`src/rtl/spram_pkg.sv`:
```
// Shared types and helpers for the single-port-pair RAM arbiter.
// Round-robin pick is shared by the read and write pickers.
package spram_pkg;

    localparam int ADDR_W      = 8;
    localparam int DATA_W      = 8;
    localparam int NUM_REQ_MAX = 4;

    typedef logic [$clog2(NUM_REQ_MAX)-1:0] req_idx_t;

    // First set bit of mask at or after ptr, wrapping mod n.
    function automatic req_idx_t rr_pick(
        input logic [NUM_REQ_MAX-1:0] mask,
        input req_idx_t               ptr,
        input int                     n
    );
        req_idx_t w;
        req_idx_t jj;
        logic     found;
        int       j;
        w     = '0;
        found = 1'b0;
        for (int k = 0; k < NUM_REQ_MAX; k++) begin
            j  = (int'(ptr) + k) % n;
            jj = req_idx_t'(j);
            if (k < n && !found && mask[jj]) begin
                w     = jj;
                found = 1'b1;
            end
        end
        return w;
    endfunction

endpackage

```
`src/rtl/spram_arbiter_if.sv`:
```
// Requester and RAM-side bundle for spram_arbiter.
// slave = arbiter view, master = requesters plus RAM.
interface spram_arbiter_if #(
    parameter int NUM_REQ = 2,
    parameter int ADDR_W  = 8,
    parameter int DATA_W  = 8
);
    logic [NUM_REQ-1:0]        req_valid;
    logic [NUM_REQ-1:0]        req_we;
    logic [NUM_REQ*ADDR_W-1:0] req_addr;
    logic [NUM_REQ*DATA_W-1:0] req_wdata;
    logic [NUM_REQ-1:0]        req_ready;
    logic [NUM_REQ-1:0]        rsp_valid;
    logic [DATA_W-1:0]         rsp_data;
    logic                      ram_do_read;
    logic [ADDR_W-1:0]         ram_read_addr;
    logic [DATA_W-1:0]         ram_read_data;
    logic                      ram_do_write;
    logic [ADDR_W-1:0]         ram_write_addr;
    logic [DATA_W-1:0]         ram_write_data;

    modport slave (
        input  req_valid, req_we, req_addr, req_wdata,
        input  ram_read_data,
        output req_ready, rsp_valid, rsp_data,
        output ram_do_read, ram_read_addr,
        output ram_do_write, ram_write_addr, ram_write_data
    );

    modport master (
        output req_valid, req_we, req_addr, req_wdata,
        output ram_read_data,
        input  req_ready, rsp_valid, rsp_data,
        input  ram_do_read, ram_read_addr,
        input  ram_do_write, ram_write_addr, ram_write_data
    );
endinterface

```
`src/rtl/spram_arbiter_rr_picker.sv`:
```
// Round-robin picker: one-hot grant, index and any-grant
// for a request mask searched from ptr upward.
module rr_picker
    import spram_pkg::*;
#(
    parameter int N = 2
) (
    input  logic [N-1:0] mask,
    input  req_idx_t     ptr,
    output logic [N-1:0] gnt,
    output req_idx_t     idx,
    output logic         any
);

    logic [NUM_REQ_MAX-1:0] m_wide;

    always_comb begin
        m_wide         = '0;
        m_wide[N-1:0]  = mask;
        idx            = rr_pick(m_wide, ptr, N);
        any            = |mask;
        gnt            = '0;
        for (int i = 0; i < N; i++) begin
            gnt[i] = any && (idx == req_idx_t'(i));
        end
    end

endmodule

```
`src/rtl/spram_arbiter.sv`:
```
// Arbitrates one read and one write per cycle onto a shared RAM,
// holds back a read that collides with the granted write.
module spram_arbiter
    import spram_pkg::*;
#(
    parameter int NUM_REQ = 2,
    parameter int ADDR_W  = spram_pkg::ADDR_W,
    parameter int DATA_W  = spram_pkg::DATA_W
) (
    input  logic           clk,
    input  logic           rst_n,
    spram_arbiter_if.slave bus
);

    logic [NUM_REQ-1:0] rd_mask;
    logic [NUM_REQ-1:0] wr_mask;
    logic [NUM_REQ-1:0] rd_gnt;
    logic [NUM_REQ-1:0] wr_gnt;
    req_idx_t           rd_idx;
    req_idx_t           wr_idx;
    logic               rd_any;
    logic               wr_any;

    req_idx_t           rd_ptr_q, rd_ptr_d;
    req_idx_t           wr_ptr_q, wr_ptr_d;
    req_idx_t           rsp_idx_q, rsp_idx_d;
    logic               rsp_vld_q, rsp_vld_d;
    logic [ADDR_W-1:0]  rd_addr_q, rd_addr_d;

    logic [ADDR_W-1:0]  rd_win_addr;
    logic [ADDR_W-1:0]  wr_win_addr;
    logic [DATA_W-1:0]  wr_win_data;
    logic               collide;
    logic               rd_go;

    function automatic req_idx_t nxt(input req_idx_t p);
        if (int'(p) >= NUM_REQ - 1) return '0;
        return p + req_idx_t'(1);
    endfunction

    // Requests are invisible while reset is held.
    always_comb begin
        rd_mask = rst_n ? (bus.req_valid & ~bus.req_we) : '0;
        wr_mask = rst_n ? (bus.req_valid &  bus.req_we) : '0;
    end

    rr_picker #(.N(NUM_REQ)) u_rd_pick (
        .mask (rd_mask),
        .ptr  (rd_ptr_q),
        .gnt  (rd_gnt),
        .idx  (rd_idx),
        .any  (rd_any)
    );

    rr_picker #(.N(NUM_REQ)) u_wr_pick (
        .mask (wr_mask),
        .ptr  (wr_ptr_q),
        .gnt  (wr_gnt),
        .idx  (wr_idx),
        .any  (wr_any)
    );

    always_comb begin
        rd_win_addr = '0;
        wr_win_addr = '0;
        wr_win_data = '0;
        for (int i = 0; i < NUM_REQ; i++) begin
            if (rd_idx == req_idx_t'(i))
                rd_win_addr = bus.req_addr[i*ADDR_W +: ADDR_W];
            if (wr_idx == req_idx_t'(i)) begin
                wr_win_addr = bus.req_addr[i*ADDR_W +: ADDR_W];
                wr_win_data = bus.req_wdata[i*DATA_W +: DATA_W];
            end
        end
        // Write wins a same-address clash; the read retries next cycle.
        collide = rd_any && wr_any && (rd_win_addr == wr_win_addr);
        rd_go   = rd_any && !collide;
    end

    always_comb begin
        bus.req_ready      = wr_gnt | (rd_go ? rd_gnt : '0);
        bus.ram_do_read    = rd_go;
        bus.ram_read_addr  = rd_go ? rd_win_addr : rd_addr_q;
        bus.ram_do_write   = wr_any;
        bus.ram_write_addr = wr_any ? wr_win_addr : '0;
        bus.ram_write_data = wr_any ? wr_win_data : '0;
        bus.rsp_data       = rsp_vld_q ? bus.ram_read_data : '0;
        bus.rsp_valid      = '0;
        for (int i = 0; i < NUM_REQ; i++) begin
            bus.rsp_valid[i] = rsp_vld_q && (rsp_idx_q == req_idx_t'(i));
        end
    end

    always_comb begin
        rd_ptr_d  = rd_go  ? nxt(rd_idx) : rd_ptr_q;
        wr_ptr_d  = wr_any ? nxt(wr_idx) : wr_ptr_q;
        rsp_vld_d = rd_go;
        rsp_idx_d = rd_go ? rd_idx : rsp_idx_q;
        rd_addr_d = bus.ram_read_addr;
    end

    always_ff @(posedge clk or negedge rst_n) begin
        if (!rst_n) begin
            rd_ptr_q  <= '0;
            wr_ptr_q  <= '0;
            rsp_idx_q <= '0;
            rsp_vld_q <= 1'b0;
            rd_addr_q <= '0;
        end else begin
            rd_ptr_q  <= rd_ptr_d;
            wr_ptr_q  <= wr_ptr_d;
            rsp_idx_q <= rsp_idx_d;
            rsp_vld_q <= rsp_vld_d;
            rd_addr_q <= rd_addr_d;
        end
    end

endmodule

```
`src/flat_wrapper.sv`:
```
// flat-port wrapper written by rule: the top's interface ports become plain ports
module spram_arbiter_flat import spram_pkg::*;
#(
    parameter int NUM_REQ = 2,
    parameter int ADDR_W  = spram_pkg::ADDR_W,
    parameter int DATA_W  = spram_pkg::DATA_W
)
  (clk, rst_n, bus_req_valid, bus_req_we, bus_req_addr, bus_req_wdata, bus_ram_read_data, bus_req_ready, bus_rsp_valid, bus_rsp_data, bus_ram_do_read, bus_ram_read_addr, bus_ram_do_write, bus_ram_write_addr, bus_ram_write_data);
  spram_arbiter_if #(.NUM_REQ(NUM_REQ), .ADDR_W(ADDR_W), .DATA_W(DATA_W)) bus_i ();
  input  logic clk;
  input  logic rst_n;
  input wire logic [$bits(bus_i.req_valid)-1:0] bus_req_valid;
  input wire logic [$bits(bus_i.req_we)-1:0] bus_req_we;
  input wire logic [$bits(bus_i.req_addr)-1:0] bus_req_addr;
  input wire logic [$bits(bus_i.req_wdata)-1:0] bus_req_wdata;
  input wire logic [$bits(bus_i.ram_read_data)-1:0] bus_ram_read_data;
  output wire logic [$bits(bus_i.req_ready)-1:0] bus_req_ready;
  output wire logic [$bits(bus_i.rsp_valid)-1:0] bus_rsp_valid;
  output wire logic [$bits(bus_i.rsp_data)-1:0] bus_rsp_data;
  output wire logic [$bits(bus_i.ram_do_read)-1:0] bus_ram_do_read;
  output wire logic [$bits(bus_i.ram_read_addr)-1:0] bus_ram_read_addr;
  output wire logic [$bits(bus_i.ram_do_write)-1:0] bus_ram_do_write;
  output wire logic [$bits(bus_i.ram_write_addr)-1:0] bus_ram_write_addr;
  output wire logic [$bits(bus_i.ram_write_data)-1:0] bus_ram_write_data;
  assign bus_i.req_valid = bus_req_valid;
  assign bus_i.req_we = bus_req_we;
  assign bus_i.req_addr = bus_req_addr;
  assign bus_i.req_wdata = bus_req_wdata;
  assign bus_i.ram_read_data = bus_ram_read_data;
  assign bus_req_ready = bus_i.req_ready;
  assign bus_rsp_valid = bus_i.rsp_valid;
  assign bus_rsp_data = bus_i.rsp_data;
  assign bus_ram_do_read = bus_i.ram_do_read;
  assign bus_ram_read_addr = bus_i.ram_read_addr;
  assign bus_ram_do_write = bus_i.ram_do_write;
  assign bus_ram_write_addr = bus_i.ram_write_addr;
  assign bus_ram_write_data = bus_i.ram_write_data;
  spram_arbiter #(.NUM_REQ(NUM_REQ), .ADDR_W(ADDR_W), .DATA_W(DATA_W)) u_core (.clk(clk), .rst_n(rst_n), .bus(bus_i));
endmodule
```
`config.mk`:
```
export PLATFORM = sky130hd
export DESIGN_NAME = spram_arbiter_flat
export DESIGN_NICKNAME = d
export VERILOG_FILES = /design/src/rtl/spram_pkg.sv /design/src/rtl/spram_arbiter_if.sv /design/src/rtl/spram_arbiter_rr_picker.sv /design/src/rtl/spram_arbiter.sv /design/src/flat_wrapper.sv
export SDC_FILE = /design/constraint.sdc
export NUM_CORES = 1
export LEC_CHECK = 0
export CAP_MARGIN = 20
export CORE_UTILIZATION = 45
export CTS_BUF_LIST = sky130_fd_sc_hd__clkbuf_4 sky130_fd_sc_hd__clkbuf_8 sky130_fd_sc_hd__clkbuf_16
export CTS_CLUSTER_DIAMETER = 50
export DETAILED_ROUTE_END_ITERATION = 8
export GPL_ROUTABILITY_DRIVEN = 0
export PLACE_DENSITY = 0.87
export SETUP_SLACK_MARGIN = 0.5
export SLEW_MARGIN = 20
export SYNTH_ARGS = -nofsm -noshare
export SYNTH_HDL_FRONTEND = slang
export SYNTH_HIERARCHICAL = 1
export SYNTH_SLANG_ARGS = --single-unit
export TNS_END_PERCENT = 5
```
`constraint.sdc`:
```
create_clock -name clk -period 10.56 [get_ports clk]
set_clock_uncertainty 0.15 [all_clocks]
set_input_delay 1.056 -clock clk [delete_from_list [all_inputs] [get_ports clk]]
set_output_delay 1.056 -clock clk [all_outputs]
set_load 0.005 [all_outputs]
```
== Yosys cells after proc, flatten, opt, wreduce, memory -nomap -nowiden ==
Cells that the tools add are included.

* Add/subtract/negate cells: 4
* Order comparisons: 6
* Equal/unequal tests: 4
* Muxes and demuxes: 33
* Bitwise logic cells: 6
* Reduce and logical (&&, ||, !) cells: 19

{| class="wikitable"
|+ Operator list
! operator !! number
|-
| two-way mux 8 bit || 10
|-
| two-way mux 1 bit || 16
|-
| logical AND 1 bit || 11
|-
| two-way mux 2 bit || 5
|-
| == test 8 bit || 1
|-
| == test 2 x 1 -> 1 bit, second input constant || 3
|-
| logical NOT 2 bit || 3
|-
| less-than comparator 1 x 3 -> 1 bit, second input constant || 2
|-
| less-than comparator 2 x 3 -> 1 bit, second input constant || 2
|-
| adder 1 bit, second input constant || 4
|-
| AND 2 bit || 2
|-
| binary-select mux 1 bit (select 2 bit) || 2
|-
| >= comparator 2 x 1 -> 1 bit, second input constant || 2
|-
| OR reduction 2 bit || 2
|-
| logical NOT 1 bit || 3
|-
| AND 1 bit, first input constant || 2
|-
| NOT 2 bit || 1
|-
| OR 2 bit || 1
|}

* Register bits: 13
* Input port bits: 46
* Word-level logic and storage cells: 77

== Depth between registers and ports, before layout ==
Gate-level depths: netlist of run 1.

* Depth after elaboration: 18
* Gate-level depth with buffers: 13
* Mapped depth without buffers: 11

== Cells and area by module ==
The synthesis of run 1 kept the hierarchy.

{| class="wikitable"
|+ By module, submodules not included
! module !! times used !! cells each !! area each (um^2) !! seq. area each (um^2)
|-
| spram_arbiter || 1 || 204 || 1,632.8 || 375.4
|-
| rr_picker || 2 || 7 || 43.8 || 0.0
|}

== Least setup slack after synthesis of run 1 ==
OpenSTA, ideal clock, no wires.

* Path kind: input -> output
* Start: input bus_req_valid[1]
* End: output bus_ram_read_addr[1]
* Arrival: 3,612 ps
* Slack: 5,742 ps
* Stages: 13
* Path buffers: 3
* Path through: nand2_1 nor2_1 a21boi_0 ha_1 buf_2 buf_2 nand2_1 nand3_1 nand2_1 a221o_1 o41ai_4 buf_6 mux2_4

* Cells in the longest elaborated chain, start to end: 16
* Elaborated cells on any way between the ends: 38
* Classes of those cells: 3 x eq/ne; 21 x mux; 2 x bitwise; 12 x reduce/logical

{| class="wikitable"
|+ Ends and longest elaborated chain
! what !! RTL line !! source
|-
| start: declaration || flat_wrapper.sv:12 || <nowiki>input wire logic [$bits(bus_i.req_valid)-1:0] bus_req_valid;</nowiki>
|-
| AND 2 bit * || spram_arbiter.sv:43 || <nowiki>rd_mask = rst_n ? (bus.req_valid & ~bus.req_we) : '0;</nowiki>
|-
| two-way mux 2 bit * || spram_arbiter.sv:43 ||
|-
| net u_core.rd_mask[1] || spram_arbiter.sv:15 || <nowiki>logic [NUM_REQ-1:0] rd_mask;</nowiki>
|-
| two-way mux 1 bit (not written as such) (2 in series) || spram_pkg.sv:26 || <nowiki>if (k < n && !found && mask[jj]) begin</nowiki>
|-
| two-way mux 1 bit || spram_pkg.sv:26 ||
|-
| logical NOT 1 bit || spram_pkg.sv:26 ||
|-
| logical AND 1 bit || spram_pkg.sv:26 ||
|-
| two-way mux 2 bit * || spram_pkg.sv:26 ||
|-
| net u_core.rd_idx[0] || spram_arbiter.sv:19 || <nowiki>req_idx_t rd_idx;</nowiki>
|-
| logical NOT 2 bit || spram_arbiter.sv:68 || <nowiki>if (rd_idx == req_idx_t'(i))</nowiki>
|-
| two-way mux 8 bit || spram_arbiter.sv:68 ||
|-
| two-way mux 8 bit * || spram_arbiter.sv:68 ||
|-
| == test 8 bit || spram_arbiter.sv:76 || <nowiki>collide = rd_any && wr_any && (rd_win_addr == wr_win_addr);</nowiki>
|-
| logical AND 1 bit || spram_arbiter.sv:76 ||
|-
| logical NOT 1 bit || spram_arbiter.sv:77 || <nowiki>rd_go = rd_any && !collide;</nowiki>
|-
| logical AND 1 bit || spram_arbiter.sv:77 ||
|-
| two-way mux 8 bit * || spram_arbiter.sv:83 || <nowiki>bus.ram_read_addr = rd_go ? rd_win_addr : rd_addr_q;</nowiki>
|-
| end: declaration || flat_wrapper.sv:21 || <nowiki>output wire logic [$bits(bus_i.ram_read_addr)-1:0] bus_ram_read_addr;</nowiki>
|}

The timed path passes the listed nets; every way through them passes the cells marked *. The select of a mux whose other input is x is not followed.

== Final worst setup path of run 1 ==
* Start: input rst_n
* End: output bus_ram_read_addr[0]

* Cells in the longest elaborated chain, start to end: 15
* Elaborated cells on any way between the ends: 36
* Classes of those cells: 3 x eq/ne; 21 x mux; 12 x reduce/logical

{| class="wikitable"
|+ Ends and longest elaborated chain
! what !! RTL line !! source
|-
| start: declaration || flat_wrapper.sv:11 || <nowiki>input logic rst_n;</nowiki>
|-
| two-way mux 2 bit * || spram_arbiter.sv:43 ||
|-
| net u_core.rd_mask[1] || spram_arbiter.sv:15 ||
|-
| two-way mux 1 bit (not written as such) (2 in series) || spram_pkg.sv:26 ||
|-
| two-way mux 1 bit || spram_pkg.sv:26 ||
|-
| logical NOT 1 bit || spram_pkg.sv:26 ||
|-
| logical AND 1 bit || spram_pkg.sv:26 ||
|-
| two-way mux 2 bit * || spram_pkg.sv:26 ||
|-
| net u_core.rd_idx[0] || spram_arbiter.sv:19 ||
|-
| logical NOT 2 bit || spram_arbiter.sv:68 ||
|-
| two-way mux 8 bit || spram_arbiter.sv:68 ||
|-
| two-way mux 8 bit * || spram_arbiter.sv:68 ||
|-
| == test 8 bit || spram_arbiter.sv:76 ||
|-
| logical AND 1 bit || spram_arbiter.sv:76 ||
|-
| logical NOT 1 bit || spram_arbiter.sv:77 ||
|-
| logical AND 1 bit || spram_arbiter.sv:77 ||
|-
| two-way mux 8 bit * || spram_arbiter.sv:83 ||
|}

Marked as above.

==> results.json, run 1 <==
{
  "grt_pass1_wl_um": 7707,
  "min_period_ns": 7.463,
  "top_layer": "met4",
  "portBuffers": 83,
  "ioPinCount": 84,
  "die_area_um2": 3888,
  "pre_cts_ws_ns": 3.143,
  "syn_area_per_cell_um2": 7.805,
  "fin_tns_setup_ns": 0,
  "row_count": 21,
  "nets": 336,
  "antennaDiodeCount": 0,
  "r2r_slack_ns": 6.35,
  "avgRoutedWirePerCell_um": 14.15,
  "cts_hold_buf": 0,
  "fp.dieH_um": 62.35,
  "setup_ws_ns": 3.097,
  "drv_slew": 0,
  "period_share_pct": 70.67,
  "start_util_pct": 47.99,
  "postSynthNetCount": 262,
  "worstSetupEndpointType": "output port",
  "dr.pass1.iters": 4,
  "cp.required_ns": 9.35,
  "cts_made_buffers": 3,
  "max-cap-violations": 0,
  "clock_latency_ns": 0.28,
  "fmax_mhz": 134.0,
  "ys_warn_count": 6,
  "via_count": 1805,
  "htree_levels": 1,
  "routed_wl_um": 4656,
  "n_fill_cell": 292,
  "netlist_area_um2": 1639,
  "post_drt_via_cell_ratio": 5.486,
  "final-seq-area_um2": 325.3,
  "hp-class": "flop to flop",
  "hp-start": "u_core/rd_addr_q[4]",
  "hold_slack_ns": 0.3421,
  "worst_r2r_endpoint": "u_core/rd_addr_q[0]",
  "ant_nets": 0,
  "r2r_cells": 9,
  "min_to": "u_core/rd_addr_q[4]",
  "power.leakage_nw": 1.020,
  "setup_violations": 0,
  "drive_gt1_share_pct": 7.420,
  "cts_setup_buffers": 0,
  "multiInputGateArea_um2": 1172,
  "cts_resized": 0,
  "grt_max_degree": 31,
  "die_x_um": 62.35,
  "irDropWorstVdd_mv": 0.06311,
  "dpl.hpwl_um": 3578,
  "worst_pin_slew_ns": 1.109,
  "clock-root-buffer": "clkbuf_4",
  "cts_sinks": 13,
  "clk_path_buf_depth": 2,
  "drc_errors": 0,
  "grt.total_usage_pct": 24.01,
  "clkTransAtPathRegs_ns": 0.07,
  "critical_path_class": "input port to output port",
  "post-route-util_pct": 72.71,
  "gr-total-overflow": 0,
  "outcome": "complete, no violations",
  "cts_tree": "built",
  "antenna_found_initial": 0,
  "core_um2": 3416,
  "crit_fanout": 30,
  "wl_met3_um": 275,
  "p_per_area_nw_per_um2": 75.53,
  "final-hold-violation-count": 0,
  "wl_met1_um": 2139,
  "met2_length_um": 2229,
  "rsz0062_at_grt": "no",
  "crit_path_start_kind": "input port",
  "worstHoldPathCells": 1,
  "syn_inst": 210,
  "areaGrowthSynthToFinish_pct": 51.53,
  "grt_pass1_vias": 1666,
  "slew_headroom_pct": 25.78,
  "drt-initial-drc-count": 72,
  "rr_startpoint": "u_core/rd_ptr_q[0]",
  "worstPathArrival_ns": 6.26
}
## worst max-delay path, cell delays in order
cell	delay, ns
clkdlybuf4s50_1	0.91
nand2_1	0.12
nor2_1	0.19
a21boi_0	0.37
ha_1	0.85
nor2_1	0.22
a211o_1	0.32
a311oi_1	0.26
a221oi_1	0.14
o41ai_4	0.93
mux2_2	0.43
clkdlybuf4s50_1	0.44
## per-layer routing
metal / global-route usage, % / vias to the layer above
met3: 4.228 / 2
met1: 33.22 / 849
met4: 2.326 / 0
li1: - / 890
met2: 40.25 / 64
met5: 0 / -
## per-stage QoR
stage	power, W	area [um2]	instances
final	0.0001876	2484	329
after floorplan	0.0001072	1639	210
after detailed placement	0.0001549	2451	325
after global placement	0.0001529	2451	325
after global routing	0.0002007	2484	329
after CTS	0.0001882	2481	329
## flip-flops by register name, indices dropped and copies added, names as in the netlist
register          count
u_core/rsp_vld_q      1
u_core/rsp_idx_q      2
u_core/rd_ptr_q       1
u_core/rd_addr_q      8
u_core/wr_ptr_q       1
## final cells by class
type / count / area share (%)
clock buffers: 4 / 1.209
inverters: 16 / 2.418
multi-input cells: 166 / 47.20
flip-flops and latches: 13 / 13.10
well taps: 46 / 2.317
repair buffers: 84 / 33.75
## power breakdown
group          leakage (nW)  switching [W]  internal (W)
logic                 0.836      0.0000374     0.0000551
clock network        0.0184      0.0000159     0.0000172
registers             0.166     0.00000407     0.0000580
total                  1.02      0.0000574      0.000130
## how the worst max path moves through the flow
stage	slack, ns	start	end
global placement	3.35	rst_n	bus_ram_read_addr[7]
global route	2.70	rst_n	bus_ram_read_addr[0]
CTS	3.13	rst_n	bus_ram_read_addr[0]
floorplan	5.75	bus_req_valid[1]	bus_ram_read_addr[1]
finish	3.10	rst_n	bus_ram_read_addr[0]
detailed placement	3.14	rst_n	bus_ram_read_addr[0]
## layout by cell type (no fill, tap or decap), drive strengths merged, types with 4 or more instances in the layout
cell,instances
clkdlybuf4s50,83
nand2,27
nor2b,19
inv,16
a22oi,15
dfrtp,13
mux2,13
and2,11
o21ai,11
nor2,7
ha,6
a21boi,6
clkbuf,4
No activity file was read; power rests on OpenSTA's default activity.
==> inputs of run 2 (changes only) <==
- CORE_UTILIZATION: 45 -> 41
- PLACE_DENSITY: 0.87 -> 0.8
- clock period: 10.56 -> 7.5 ns (I/O delays scaled with it)
==> run 2 against run 1 <==
Effect of this change: via count hardly changed; total power rose by 53%; final cell count up 1.5%; sequential share of layout area shrank 0.21 points; global-route usage shrank 1.1 points; critical path depth is 2 higher; highest routed layer unchanged.
==> results.json, run 2 (synthesized netlist as in run 1, its figures left out) <==
{
  "drc_errors": 0,
  "worst_pin_slew_ns": 0.8851,
  "nets": 339,
  "outcome": "complete, no violations",
  "antennaDiodeCount": 0,
  "crit_path_start_kind": "input port",
  "via_count": 1804,
  "htree_levels": 1,
  "place_inst": 330,
  "gr-total-overflow": 0,
  "power.leakage_nw": 1.041,
  "cts_made_buffers": 3,
  "largest_reg_flops": 8,
  "rsz0062_at_grt": "no",
  "core_um2": 3744,
  "dr.pass1.iters": 4,
  "final-hold-violation-count": 0,
  "rr_startpoint": "u_core/rd_ptr_q[0]",
  "grt_pass1_vias": 1636,
  "clk_path_buf_depth": 2,
  "cts_setup_buffers": 0,
  "hold_slack_ns": 0.3435,
  "clock-root-buffer": "clkbuf_8",
  "fmax_mhz": 159.1,
  "drv_slew": 0,
  "r2r_cells": 10,
  "worstHoldPathCells": 1,
  "cts_hold_buf": 0,
  "final_common_cell": "clkdlybuf4s50_1",
  "fin_cells": 334,
  "r2r_slack_ns": 3.59,
  "worstSetupEndpointType": "output port",
  "fp.dieH_um": 65.23,
  "crit_fanout": 30,
  "regMostFlops": "u_core/rd_addr_q",
  "p_per_area_nw_per_um2": 113.5,
  "die_x_um": 65.23,
  "fin_tns_setup_ns": 0,
  "start_util_pct": 43.78,
  "ant_nets": 0,
  "final_cell_mix": "clkdlybuf4s50_1, nand2_1, nor2b_1",
  "largest_registers": "u_core/rd_addr_q x8, u_core/rsp_idx_q x2",
  "irDropWorstVdd_mv": 0.1539,
  "post_drt_via_cell_ratio": 5.401,
  "ioPinCount": 84,
  "routed_wl_um": 4654,
  "hp-start": "u_core/rd_addr_q[0]",
  "period_share_pct": 83.79,
  "slew_headroom_pct": 40.99,
  "avgRoutedWirePerCell_um": 13.93,
  "die_area_um2": 4254,
  "areaGrowthSynthToFinish_pct": 54.05,
  "grt_pass1_wl_um": 7672,
  "max-cap-violations": 0,
  "grt.total_usage_pct": 22.94,
  "min_to": "u_core/rd_addr_q[0]",
  "grt_max_degree": 31,
  "min_period_ns": 6.284,
  "cts_resized": 0,
  "row_count": 22,
  "clock_latency_ns": 0.25,
  "dpl.hpwl_um": 3507,
  "portBuffers": 83,
  "drt-initial-drc-count": 72,
  "worst_r2r_endpoint": "u_core/rd_addr_q[7]",
  "drive_gt1_share_pct": 8.042,
  "critical_path_class": "input port to output port",
  "worstPathArrival_ns": 5.38,
  "setup_violations": 0,
  "hp-class": "flop to flop",
  "antenna_found_initial": 0,
  "cts_sinks": 13,
  "cts_tree": "built",
  "cp.required_ns": 6.60,
  "clkTransAtPathRegs_ns": 0.05
}
## run 2: metrics by stage
| stage | setup slack, ns | total power [W] | util [%] | instance area, um2 |
|---|---|---|---|---|
| after floorplan | 3.303 | 0.0001509 | - | 1639 |
| final | 1.216 | 0.0002866 | 67.45 | 2525 |
| after detailed placement | 1.260 | 0.0002205 | 66.14 | 2476 |
| after CTS | 1.251 | 0.0002905 | 67.45 | 2525 |
| after global routing | 0.8216 | 0.0003081 | 67.45 | 2525 |
| after global placement | 1.416 | 0.0002183 | 66.14 | 2476 |
## run 2: worst max-delay path, stage by stage
cell and delay (ns):
clkdlybuf4s50_1 0.45, buf_4 0.22, nand2_1 0.07, nor2_1 0.17, a21boi_0 0.35, ha_1 0.80, nor2_1 0.21, a211o_1 0.32
a311oi_1 0.28, a221oi_1 0.16, o41ai_4 0.48, buf_4 0.30, mux2_2 0.37, clkdlybuf4s50_1 0.44
## run 2: layout make-up
type,instances,area (um2)
repair buffers,87,860.8
flip-flops and latches,13,325.3
multi-input cells,166,1170
well taps,48,60.06
clock buffers,4,48.80
fillers,343,1219
inverters,16,60.06
## run 2: where the power goes
part | switching, W | internal, W
Sequential | 0.00000592 | 0.0000818
Clock | 0.0000257 | 0.0000412
Combinational | 0.0000532 | 0.0000787
## run 2: worst max path at each step
stage | end | slack [ns] | depth (start not counted) | startpoint
floorplan | bus_ram_read_addr[1] | 3.30 | 13 | bus_req_valid[1]
global route | bus_ram_read_addr[7] | 0.82 | 14 | rst_n
finish | bus_ram_read_addr[7] | 1.22 | 14 | rst_n
detailed placement | bus_ram_read_addr[7] | 1.26 | 14 | rst_n
CTS | bus_ram_read_addr[7] | 1.25 | 14 | rst_n
global placement | bus_ram_read_addr[7] | 1.42 | 14 | rst_n
## run 2: per-layer routing
layer	up-vias	wire [um]	track usage (%)
li1	897	-	-
met1	825	2147	32.41
met2	78	2139	35.95
met3	4	341	5.035
met4	0	26	3.804
met5	-	0	0
==> inputs of run 3 (changes only) <==
- CORE_UTILIZATION: 41 -> 37
- PLACE_DENSITY: 0.8 -> 0.76
- clock period: 7.5 -> 5.07 ns (I/O delays scaled with it)
==> run 3 against run 2 <==
Effect of this change: final cell count grew 3.0%; flip-flop and latch count is the same; critical path depth shrank 1; first-iteration DRC count grew 100%; utilization shrank 2.7 points; setup slack lost 0.69 ns; non-clock buffer count grew 8; total power grew 53%; sequential share of layout area shrank 0.67 points; wire length grew 5.7%; largest cell class unchanged.
==> results.json, run 3 (synthesized netlist as in run 1, its figures left out) <==
{
  "max-cap-violations": 0,
  "avgRoutedWirePerCell_um": 14.31,
  "antenna_found_initial": 0,
  "clock_latency_ns": 0.24,
  "routed_wl_um": 4921,
  "nets": 347,
  "p_per_area_nw_per_um2": 164.5,
  "antennaDiodeCount": 0,
  "gr-total-overflow": 0,
  "portBuffers": 83,
  "worstPathArrival_ns": 3.89,
  "grt_max_degree": 23,
  "largest_registers": "u_core/rd_addr_q x8, u_core/rsp_idx_q x2",
  "clkTransAtPathRegs_ns": 0.06,
  "post_drt_via_cell_ratio": 5.381,
  "clock-root-buffer": "clkbuf_8",
  "regMostFlops": "u_core/rd_addr_q",
  "drive_gt1_share_pct": 14.29,
  "fp.dieH_um": 68.56,
  "r2r_cells": 11,
  "min_period_ns": 4.548,
  "final_cell_mix": "clkdlybuf4s50_1, nand2_1, nor2b_1",
  "ant_nets": 0,
  "cpPeakStageDelay_ns": 0.49,
  "ioPinCount": 84,
  "rr_startpoint": "u_core/rd_ptr_q[0]",
  "setup_violations": 0,
  "worst_r2r_endpoint": "u_core/rsp_idx_q[0]",
  "path_cells": "clkdlybuf4s50_1 > and3_1 > a21boi_2 > inv_1 > ha_2 > nor2b_1 > nand4_1 > nand3_1 > a221o_1 > o41ai_4 > buf_6 > mux2_2 > clkdlybuf4s50_1",
  "die_x_um": 68.56,
  "final-seq-area_um2": 325.3,
  "row_count": 23,
  "rsz0062_at_grt": "yes",
  "cts_sinks": 13,
  "drv_slew": 0,
  "fmax_mhz": 219.9,
  "hp-class": "input port to async pin",
  "cp.required_ns": 4.41,
  "period_share_pct": 89.70,
  "grt_pass1_wl_um": 7465,
  "final_common_cell": "clkdlybuf4s50_1",
  "power.leakage_nw": 1.090,
  "dr.pass1.iters": 4,
  "slowest_stage": "clkdlybuf4s50_1",
  "critPathMostFrequentCell": "clkdlybuf4s50_1",
  "cts_tree": "built",
  "multiInputGateArea_um2": 1242,
  "final-hold-violation-count": 0,
  "outcome": "complete, no violations",
  "n_fill_cell": 354,
  "worstSetupEndpointType": "output port",
  "crit_fanout": 8,
  "core_um2": 4115,
  "clk_path_buf_depth": 2,
  "die_area_um2": 4700,
  "post-route-util_pct": 64.73,
  "start_util_pct": 39.83,
  "drc_errors": 0,
  "areaGrowthSynthToFinish_pct": 62.52,
  "htree_levels": 1,
  "via_count": 1851,
  "drt-initial-drc-count": 145,
  "cts_made_buffers": 3,
  "grt.total_usage_pct": 20.56,
  "cts_hold_buf": 0,
  "crit_path_start_kind": "input port",
  "irDropWorstVdd_mv": 0.1426,
  "r2r_slack_ns": 2.16,
  "total_power_w": 0.0004383,
  "largest_reg_flops": 8,
  "critical_path_class": "input port to output port",
  "dpl.hpwl_um": 3753,
  "grt_pass1_vias": 1634
}
[run 3: cell types whose count changed in the layout (fill, tap and decap cells not counted), moves of 2 or more]
cell      change
nor2_4        +2
nor2_1        -3
a21boi_0      -2
ha_4          +2
buf_4         +7
ha_1          -3
[run 3: final cells by class]
| cell class | count | area share, % |
|---|---|---|
| Multi-Input combinational cell | 166 | 46.64 |
| Inverter | 16 | 2.255 |
| Timing Repair Buffer | 95 | 34.71 |
| Tap cell | 50 | 2.349 |
| Sequential cell | 13 | 12.21 |
| Clock buffer | 4 | 1.832 |
[run 3: per-stage QoR]
step	cell area, um2	hold WS [ns]	std cells	worst slack [ns]	TNS, ns
after floorplan	1639	0.06141	210	1.359	0
after global placement	2516	0.3308	337	0.1085	0
after global routing	2664	0.07719	344	0.3937	0
final	2664	0.06151	344	0.5224	0
after detailed placement	2516	0.3330	337	-0.000008882	-0.000008882
after CTS	2589	0.09495	342	0.4744	0
[run 3: where the power goes]
group          switching (W)  leakage (nW)  internal [W]
Sequential        0.00000897         0.166      0.000121
Combinational      0.0000844         0.898      0.000124
Clock              0.0000388        0.0262     0.0000609
Total               0.000132          1.09      0.000306
[run 3: worst max path at each step]
stage	start	endpoint	slack, ns	cells after the start
after global routing	bus_req_valid[1]	bus_ram_read_addr[2]	0.39	14
after detailed placement	rst_n	bus_ram_read_addr[7]	-0.000009	15
after floorplan	bus_req_valid[1]	bus_ram_read_addr[1]	1.36	13
after CTS	bus_req_valid[1]	bus_ram_read_addr[7]	0.47	14
after global placement	rst_n	bus_ram_read_addr[7]	0.11	13
final	bus_req_we[1]	bus_ram_read_addr[7]	0.52	13
[run 3: worst max-delay path, delay by kind of cell]
family / cells / cell delay (ns)
mux: 1 / 0.35
compound gates: 3 / 0.93
simple gates: 4 / 0.62
fa+ha+maj: 1 / 0.25
buf+inv: 4 / 1.21
[run 3: per-layer routing]
metal	track usage (%)	share of wire, %	vias up
met5	0	0	-
met4	3.125	0	0
met3	4.934	8.4	0
met2	33.46	48	75
met1	27.87	44	864
li1	-	-	912
[run 3: repair_timing]
item                       CTS  global route
setup endpoints to repair   11            11
gates resized for setup      9            14
cloned                       0             1
pin swaps                    0             4
setup buffers                1             1
